## src/rtl/tk1_spi_target_pkg.sv

```systemverilog
// Shared constants for the TK1 SPI target: register map, bit positions, FSM states.
package tk1_spi_target_pkg;

    localparam logic [7:0] ADDR_STATUS  = 8'h00;
    localparam logic [7:0] ADDR_RX_DATA = 8'h01;
    localparam logic [7:0] ADDR_TX_DATA = 8'h02;
    localparam logic [7:0] ADDR_CTRL    = 8'h03;

    localparam int unsigned ST_RX_AVAIL  = 0;
    localparam int unsigned ST_TX_FULL   = 1;
    localparam int unsigned ST_ACTIVE    = 2;
    localparam int unsigned ST_OVERRUN   = 3;
    localparam int unsigned ST_UNDERRUN  = 4;
    localparam int unsigned ST_COUNT_LSB = 8;

    localparam int unsigned CTRL_ENABLE = 0;
    localparam int unsigned CTRL_CLEAR  = 1;

    typedef enum logic {
        S_IDLE   = 1'b0,
        S_ACTIVE = 1'b1
    } state_e;

endpackage

```

## src/rtl/tk1_spi_target_fifo.sv

```systemverilog
// Byte-wide synchronous RX FIFO; simultaneous push and pop is legal when full.
module tk1_spi_target_fifo #(
    parameter int unsigned DEPTH = 4
) (
    input  logic                         clk,
    input  logic                         reset_n,
    input  logic                         push_i,
    input  logic                         pop_i,
    input  logic [7:0]                   data_i,
    output logic [7:0]                   data_o,
    output logic                         full_o,
    output logic                         empty_o,
    output logic [$clog2(DEPTH):0]       count_o
);

    localparam int unsigned PTR_W = $clog2(DEPTH);
    localparam int unsigned CNT_W = PTR_W + 1;

    logic [7:0]       mem_q [DEPTH];
    logic [PTR_W-1:0] wr_ptr_q, wr_ptr_d;
    logic [PTR_W-1:0] rd_ptr_q, rd_ptr_d;
    logic [CNT_W-1:0] count_q, count_d;
    logic             do_push, do_pop;

    assign empty_o = (count_q == '0);
    assign full_o  = (count_q == CNT_W'(DEPTH));
    assign count_o = count_q;
    assign data_o  = mem_q[rd_ptr_q];
    assign do_pop  = pop_i && !empty_o;
    assign do_push = push_i && (!full_o || do_pop);

    // Pointer and occupancy next-state.
    always_comb begin
        wr_ptr_d = wr_ptr_q;
        rd_ptr_d = rd_ptr_q;
        count_d  = count_q;
        if (do_push) wr_ptr_d = wr_ptr_q + PTR_W'(1);
        if (do_pop)  rd_ptr_d = rd_ptr_q + PTR_W'(1);
        case ({do_push, do_pop})
            2'b10:   count_d = count_q + CNT_W'(1);
            2'b01:   count_d = count_q - CNT_W'(1);
            default: count_d = count_q;
        endcase
    end

    // Pointer and occupancy registers.
    always_ff @(posedge clk or negedge reset_n) begin
        if (!reset_n) begin
            wr_ptr_q <= '0;
            rd_ptr_q <= '0;
            count_q  <= '0;
        end else begin
            wr_ptr_q <= wr_ptr_d;
            rd_ptr_q <= rd_ptr_d;
            count_q  <= count_d;
        end
    end

    // Storage array, no reset needed.
    always_ff @(posedge clk) begin
        if (do_push) mem_q[wr_ptr_q] <= data_i;
    end

endmodule

```

## src/rtl/tk1_spi_target.sv

```systemverilog
// SPI mode-0 target: oversampled pins, RX FIFO, one-byte TX holding register, CPU bus regs.
module tk1_spi_target
    import tk1_spi_target_pkg::*;
#(
    parameter int unsigned RX_DEPTH  = 4,
    parameter logic [7:0]  IDLE_BYTE = 8'hff
) (
    input  logic        clk,
    input  logic        reset_n,
    input  logic        spi_ss,
    input  logic        spi_sck,
    input  logic        spi_mosi,
    output logic        spi_miso,
    output logic        irq,
    input  logic        cs,
    input  logic        we,
    input  logic [7:0]  address,
    input  logic [31:0] write_data,
    output logic [31:0] read_data,
    output logic        ready
);

    localparam int unsigned CNT_W = $clog2(RX_DEPTH) + 1;

    logic [2:0] ss_q, sck_q;
    logic [1:0] mosi_q;
    logic       ss_fall, ss_rise, sck_rise, sck_fall, mosi_s;

    state_e     state_q, state_d;
    logic       load_c, shift_in_c, shift_out_c, push_c, clear_c;

    logic [2:0] bit_cnt_q, bit_cnt_d;
    logic       byte_done_q, byte_done_d;
    logic [7:0] tx_shift_q, tx_shift_d;
    logic [7:0] rx_shift_q, rx_shift_d;
    logic [7:0] tx_hold_q, tx_hold_d;
    logic       tx_full_q, tx_full_d;
    logic       enable_q, enable_d;
    logic       ovr_q, ovr_d, udr_q, udr_d;

    logic             wr_tx, wr_ctrl, rd_rx;
    logic [7:0]       fifo_head;
    logic             fifo_full, fifo_empty;
    logic [CNT_W-1:0] fifo_count;
    logic [31:0]      status_c, rdata_c;
    logic             unused_wdata;

    assign unused_wdata = ^write_data[31:8];

    // Two-stage synchronisers plus a third stage for edge detection.
    always_ff @(posedge clk or negedge reset_n) begin
        if (!reset_n) begin
            ss_q   <= 3'b111;
            sck_q  <= 3'b000;
            mosi_q <= 2'b00;
        end else begin
            ss_q   <= {ss_q[1:0], spi_ss};
            sck_q  <= {sck_q[1:0], spi_sck};
            mosi_q <= {mosi_q[0], spi_mosi};
        end
    end

    assign ss_fall  =  ss_q[2] & ~ss_q[1];
    assign ss_rise  = ~ss_q[2] &  ss_q[1];
    assign sck_rise = ~sck_q[2] &  sck_q[1];
    assign sck_fall =  sck_q[2] & ~sck_q[1];
    assign mosi_s   =  mosi_q[1];

    assign wr_tx   = cs &  we & (address == ADDR_TX_DATA);
    assign wr_ctrl = cs &  we & (address == ADDR_CTRL);
    assign rd_rx   = cs & ~we & (address == ADDR_RX_DATA);

    // FSM state register.
    always_ff @(posedge clk or negedge reset_n) begin
        if (!reset_n) state_q <= S_IDLE;
        else          state_q <= state_d;
    end

    // FSM next state: frame starts on ss fall, ends on ss rise or disable.
    always_comb begin
        state_d = state_q;
        case (state_q)
            S_IDLE:   if (enable_q && ss_fall)  state_d = S_ACTIVE;
            S_ACTIVE: if (!enable_q || ss_rise) state_d = S_IDLE;
            default:  state_d = S_IDLE;
        endcase
    end

    // FSM outputs: datapath strobes for the current cycle.
    always_comb begin
        load_c      = 1'b0;
        shift_in_c  = 1'b0;
        shift_out_c = 1'b0;
        push_c      = 1'b0;
        clear_c     = 1'b0;
        case (state_q)
            S_IDLE: load_c = enable_q & ss_fall;
            S_ACTIVE: begin
                if (!enable_q || ss_rise) begin
                    clear_c = 1'b1;
                end else begin
                    shift_in_c  = sck_rise;
                    push_c      = sck_rise & (bit_cnt_q == 3'd7);
                    shift_out_c = sck_fall & (bit_cnt_q != 3'd0);
                    load_c      = sck_fall & (bit_cnt_q == 3'd0) & byte_done_q;
                end
            end
            default: ;
        endcase
    end

    // Datapath and register-file next state.
    always_comb begin
        bit_cnt_d   = bit_cnt_q;
        byte_done_d = byte_done_q;
        tx_shift_d  = tx_shift_q;
        rx_shift_d  = rx_shift_q;
        tx_hold_d   = tx_hold_q;
        tx_full_d   = tx_full_q;
        enable_d    = enable_q;
        ovr_d       = ovr_q;
        udr_d       = udr_q;

        if (clear_c) begin
            bit_cnt_d   = 3'd0;
            byte_done_d = 1'b0;
            tx_shift_d  = 8'hff;
        end
        // Reload sees the holding register as it was before any same-cycle write.
        if (load_c) begin
            tx_shift_d = tx_full_q ? tx_hold_q : IDLE_BYTE;
            tx_full_d  = 1'b0;
        end
        if (shift_out_c) tx_shift_d = {tx_shift_q[6:0], 1'b1};
        if (shift_in_c) begin
            rx_shift_d = {rx_shift_q[6:0], mosi_s};
            bit_cnt_d  = bit_cnt_q + 3'd1;
        end
        if (push_c) byte_done_d = 1'b1;

        if (wr_tx && !tx_full_q) begin
            tx_full_d = 1'b1;
            tx_hold_d = write_data[7:0];
        end
        if (wr_ctrl) begin
            enable_d = write_data[CTRL_ENABLE];
            if (write_data[CTRL_CLEAR]) begin
                ovr_d = 1'b0;
                udr_d = 1'b0;
            end
        end
        // New error events override a same-cycle clear.
        if (push_c && fifo_full && !rd_rx) ovr_d = 1'b1;
        if (load_c && !tx_full_q)          udr_d = 1'b1;
    end

    // Datapath and register-file flops.
    always_ff @(posedge clk or negedge reset_n) begin
        if (!reset_n) begin
            bit_cnt_q   <= 3'd0;
            byte_done_q <= 1'b0;
            tx_shift_q  <= 8'hff;
            rx_shift_q  <= 8'h00;
            tx_hold_q   <= 8'h00;
            tx_full_q   <= 1'b0;
            enable_q    <= 1'b0;
            ovr_q       <= 1'b0;
            udr_q       <= 1'b0;
        end else begin
            bit_cnt_q   <= bit_cnt_d;
            byte_done_q <= byte_done_d;
            tx_shift_q  <= tx_shift_d;
            rx_shift_q  <= rx_shift_d;
            tx_hold_q   <= tx_hold_d;
            tx_full_q   <= tx_full_d;
            enable_q    <= enable_d;
            ovr_q       <= ovr_d;
            udr_q       <= udr_d;
        end
    end

    tk1_spi_target_fifo #(
        .DEPTH (RX_DEPTH)
    ) u_fifo (
        .clk     (clk),
        .reset_n (reset_n),
        .push_i  (push_c),
        .pop_i   (rd_rx),
        .data_i  ({rx_shift_q[6:0], mosi_s}),
        .data_o  (fifo_head),
        .full_o  (fifo_full),
        .empty_o (fifo_empty),
        .count_o (fifo_count)
    );

    // STATUS word assembly.
    always_comb begin
        status_c                            = '0;
        status_c[ST_COUNT_LSB +: CNT_W]     = fifo_count;
        status_c[ST_RX_AVAIL]               = ~fifo_empty;
        status_c[ST_TX_FULL]                = tx_full_q;
        status_c[ST_ACTIVE]                 = (state_q == S_ACTIVE);
        status_c[ST_OVERRUN]                = ovr_q;
        status_c[ST_UNDERRUN]               = udr_q;
    end

    // Combinational read mux; zero when not selected or unmapped.
    always_comb begin
        rdata_c = '0;
        if (cs && !we) begin
            case (address)
                ADDR_STATUS:  rdata_c = status_c;
                ADDR_RX_DATA: rdata_c = fifo_empty ? 32'h0 : 32'(fifo_head);
                ADDR_CTRL:    rdata_c = {31'h0, enable_q};
                default:      rdata_c = '0;
            endcase
        end
    end

    assign read_data = rdata_c;
    assign ready     = cs;
    assign spi_miso  = tx_shift_q[7];
    assign irq       = enable_q & (~fifo_empty | ovr_q | udr_q);

endmodule

```

## config.mk

```make
export PLATFORM = sky130hd
export DESIGN_NAME = tk1_spi_target
export DESIGN_NICKNAME = d
export VERILOG_FILES = /design/src/rtl/tk1_spi_target_pkg.sv /design/src/rtl/tk1_spi_target_fifo.sv /design/src/rtl/tk1_spi_target.sv
export SDC_FILE = /design/constraint.sdc
export NUM_CORES = 1
export LEC_CHECK = 0
export BUFFER_PORTS_ARGS = -buffer_cell sky130_fd_sc_hd__clkbuf_2
export CAP_MARGIN = 40
export CORE_MARGIN = 2
export CORE_UTILIZATION = 35
export CTS_CLUSTER_SIZE = 20
export DETAILED_ROUTE_END_ITERATION = 6
export PLACE_DENSITY = 0.65
export SYNTH_ARGS = -nofsm -noshare
export SYNTH_HDL_FRONTEND = slang
export SYNTH_HIERARCHICAL = 1
export SYNTH_SLANG_ARGS = --single-unit
```

## constraint.sdc

```tcl
create_clock -name clk -period 4.4 [get_ports clk]
set_clock_uncertainty 0.05 [all_clocks]
set_input_delay 0 -clock clk [delete_from_list [all_inputs] [get_ports clk]]
set_output_delay 0 -clock clk [all_outputs]
set_load 0.05 [all_outputs]
```

==> impl_metrics.json <==
{
  "portion_of_total_power_attributed_to_the_clock_network_pct": 33.5,
  "path_class": "flop to flop",
  "p_comb_share_pct": 9.4,
  "die_y_um": 105,
  "setup.worst_path.start_class": "flop",
  "timing.hold.worst.start": "we",
  "dr_vias": 2125,
  "ioPinCount": 82,
  "worstSetupEndpointType": "flop",
  "worst_path_required_time_ns": 4.59,
  "area_of_the_multi_input_gates_mm2": 0.00124,
  "post-route-cell-area_mm2": 0.00412,
  "floorplan.rows": 36,
  "async_set_reset_flop_share_out_of_synthesis_pct": 59.5,
  "r2r-end": "u_fifo/count_o[2]$_DFFE_PN0P_",
  "route.antenna.remaining_nets": 0,
  "syn-cell-area_mm2": 0.00357,
  "yosys-top-cells-area": "sky130_fd_sc_hd__edfxtp_1, sky130_fd_sc_hd__dfrtp_1, sky130_fd_sc_hd__dfstp_2, sky130_fd_sc_hd__mux2_2, sky130_fd_sc_hd__mux4_2",
  "cts_buffers": 9,
  "cts-root-buf": "sky130_fd_sc_hd__clkbuf_8",
  "postCtsSetupBuffers": 0,
  "overflow": 0,
  "hpwl_um": 4350,
  "core_region_area_mm2": 0.00982,
  "totalNegativeSetupSlack_ns": 0,
  "power.share.switching_pct": 26.1,
  "drt-wirelength-per-cell_um": 14.1,
  "synth.yosys.seq_area_share_pct": 60.3,
  "detail_route.drc_violations": 0,
  "seq_power_share_pct": 57.0,
  "ys_warn_count": 6,
  "hold_violations": 0,
  "routed_wl_um": 6300,
  "synth-seq-cells": 79,
  "post-synth-top-area-cell": "sky130_fd_sc_hd__edfxtp_1",
  "clkSinkCount": 79,
  "placed_cell_area_mm2": 0.00381,
  "area_growth_pct": 15.6,
  "timing.hold.worst_endpoint": "tx_full_q$_DFFE_PN0P_",
  "r2r_slack_ns": 1.56,
  "grtUsageTotal_pct": 12.3,
  "power.density_mw_per_mm2": 351,
  "ys_types": 54,
  "drt_pre_antenna_iters": 4,
  "die_footprint_mm2": 0.0110,
  "ctsLongestPathBuffers": 2,
  "fraction_of_final_layout_cells_with_drive_strength_greater_than_1_pct": 32.9,
  "timing.hold.worst.class": "input port to flop",
  "min_delay_path_depth": 4,
  "cellLeakagePower_uw": 0.00173,
  "first_global_vias": 2076,
  "worst-path-max-fanout": 14,
  "crit_start": "state_q$_DFF_PN0_",
  "rsz0062_at_grt": "false",
  "final_nets": 364,
  "antenna-diode-count": 0,
  "tightestPinTransition_ns": 0.642,
  "ir_drop_mv": 0.154,
  "final_critical_period_ns": 2.84,
  "grt_first_pass_wirelength_um": 10400,
  "maxCapViolations": 0,
  "drv_slew": 0,
  "r2r.worst_path.cells": 10,
  "wp_data_arrival_ns": 3.03,
  "grt_antenna_before_repair": 0,
  "cts.clk_slew.worst_paths_ns": 0.07,
  "power_report.internal_total_uw": 1070,
  "starting_utilization_of_the_core_area_pct": 36.3,
  "layout.filler_cells": 925,
  "number_of_h_tree_branching_levels": 3,
  "most-common-layout-cells": "sky130_fd_sc_hd__dfrtp_1, sky130_fd_sc_hd__clkbuf_2, sky130_fd_sc_hd__edfxtp_1, sky130_fd_sc_hd__conb_1, sky130_fd_sc_hd__inv_1",
  "die_x_um": 105,
  "insertion_delay_ns": 0.36,
  "critical_path.reg2reg.startpoint": "state_q$_DFF_PN0_",
  "routabilityCongestion": 0.759,
  "placement.io_buffers": 36,
  "layout.area.seq_mm2": 0.00215,
  "p_sw_uw": 378,
  "flip_flop_cell_with_the_highest_count_after_synthesis": "sky130_fd_sc_hd__dfrtp_1",
  "grt_start_max_net_pins": 48,
  "netlist_instances": 253,
  "tritoncts": "built",
  "synthesis.area_per_instance_um2": 14.1,
  "final.period_utilization_pct": 64.5,
  "setup_viol_count_final": 0,
  "synth_edf_count": 32,
  "synth.top_cell.area_share_pct": 26.9,
  "max-slew-margin-rel_pct": 57.2,
  "detailedRoute.firstIterationViolations": 107,
  "maxClockFrequency_mhz": 352,
  "via_per_inst": 4.76,
  "run_status": "finished, final reports clean"
}
[worst max-delay path by stage]
stage	to	slack, ns	cells after the start
2_1_floorplan	u_fifo/count_o[2]$_DFFE_PN0P_	1.71	12
3_3_place_gp	u_fifo/count_o[2]$_DFFE_PN0P_	1.44	12
3_5_place_dp	u_fifo/count_o[2]$_DFFE_PN0P_	1.38	12
4_1_cts	u_fifo/count_o[2]$_DFFE_PN0P_	1.58	10
5_1_grt	u_fifo/count_o[2]$_DFFE_PN0P_	1.32	10
6_report	u_fifo/count_o[2]$_DFFE_PN0P_	1.56	10
[worst max-delay path, cell delays in order (launching register included)]
cell,delay [ns]
sky130_fd_sc_hd__dfrtp_1,0.65
sky130_fd_sc_hd__nand4_1,0.54
sky130_fd_sc_hd__nor2_1,0.36
sky130_fd_sc_hd__o21a_4,0.22
sky130_fd_sc_hd__inv_1,0.05
sky130_fd_sc_hd__ha_1,0.22
sky130_fd_sc_hd__inv_1,0.08
sky130_fd_sc_hd__fa_1,0.19
sky130_fd_sc_hd__xor2_1,0.15
sky130_fd_sc_hd__nor2_1,0.06
sky130_fd_sc_hd__xor2_1,0.13
[power by group through the flow]
stage          sequential [µW]  clock, µW  combinational (µW)
2_1_floorplan              843          0                 107
5_1_grt                    831        534                 146
3_5_place_dp               840          0                 129
3_3_place_gp               839          0                 127
4_1_cts                    825        502                 138
6_report                   825        486                 137
[per-stage QoR]
stage	utilization, %	setup slack [ns]	power [µW]	hold slack, ns	instances
final	42.0	1.56	1450	0.101	446
after global routing	42.0	1.32	1510	0.0927	446
after CTS	42.0	1.58	1470	0.0716	446
after detailed placement	38.9	1.38	969	0.0401	417
after global placement	38.8	1.44	966	0.0440	416
after floorplan	-	1.71	950	-0.346	273
[flip-flops by register name (all words and copies together) (netlist names)]
register         count
u_fifo/mem_q        32
sck_q                3
tx_hold_q            8
tx_shift_q           8
enable_q             1
tx_full_q            1
ovr_q                1
u_fifo/wr_ptr_q      2
state_q              1
mosi_q               2
bit_cnt_q            3
rx_shift_q           7
u_fifo/count_o       3
byte_done_q          1
ss_q                 3
udr_q                1
u_fifo/rd_ptr_q      2
[kinds of logic after synthesis]
family	synth area share, %
buffers and inverters	7.12
adders and majority gates	3.37
DFF	60.3
other	0.105
and+or+nand+nor	9.12
muxes	10.8
AOI/OAI and AO/OA	7.72
xor gates and xnor gates	1.47
[routing by layer]
metal,wire (µm),vias to the layer above,global-route usage [%],part of all wire (%)
li1,-,999,-,-
met1,3060,1059,16.6,49
met2,2850,61,18.7,45
met3,284,6,3.81,4.5
met4,105,0,4.57,1.7
met5,0,-,0,0
[cell type report]
| class | count | share of cell area, % |
|---|---|---|
| Tap cell | 133 | 4.04 |
| Timing Repair Buffer | 51 | 7.83 |
| Clock buffer | 9 | 3.00 |
| Sequential cell | 79 | 52.2 |
| Inverter | 18 | 1.64 |
| Multi-Input combinational cell | 149 | 30.0 |
| Clock inverter | 7 | 1.33 |
[Yosys cell counts (all sizes together) (2+ instances only)]
cell type and number:
a21oi 2, a22o 3, a22oi 4, and2 10, buf 24, clkbuf 3, dfrtp 36, dfstp 11
edfxtp 32, ha 8, inv 18, mux2 17, mux4 8, nand2 5, nand2b 2, nand4 2
nand4b 5, nor2 13, nor2b 4, nor3 3, o21ai 3, o221a 6, o31ai 2, or3 2
or4 2, xnor2 3, xor2 3
[what timing repair did]
action	CTS	global route
endpoints found under the hold margin	50	0
gates resized for setup	0	0
setup endpoints to repair	0	0
hold buffers	13	0
Note: power is estimated with default switching activity, not from simulation.
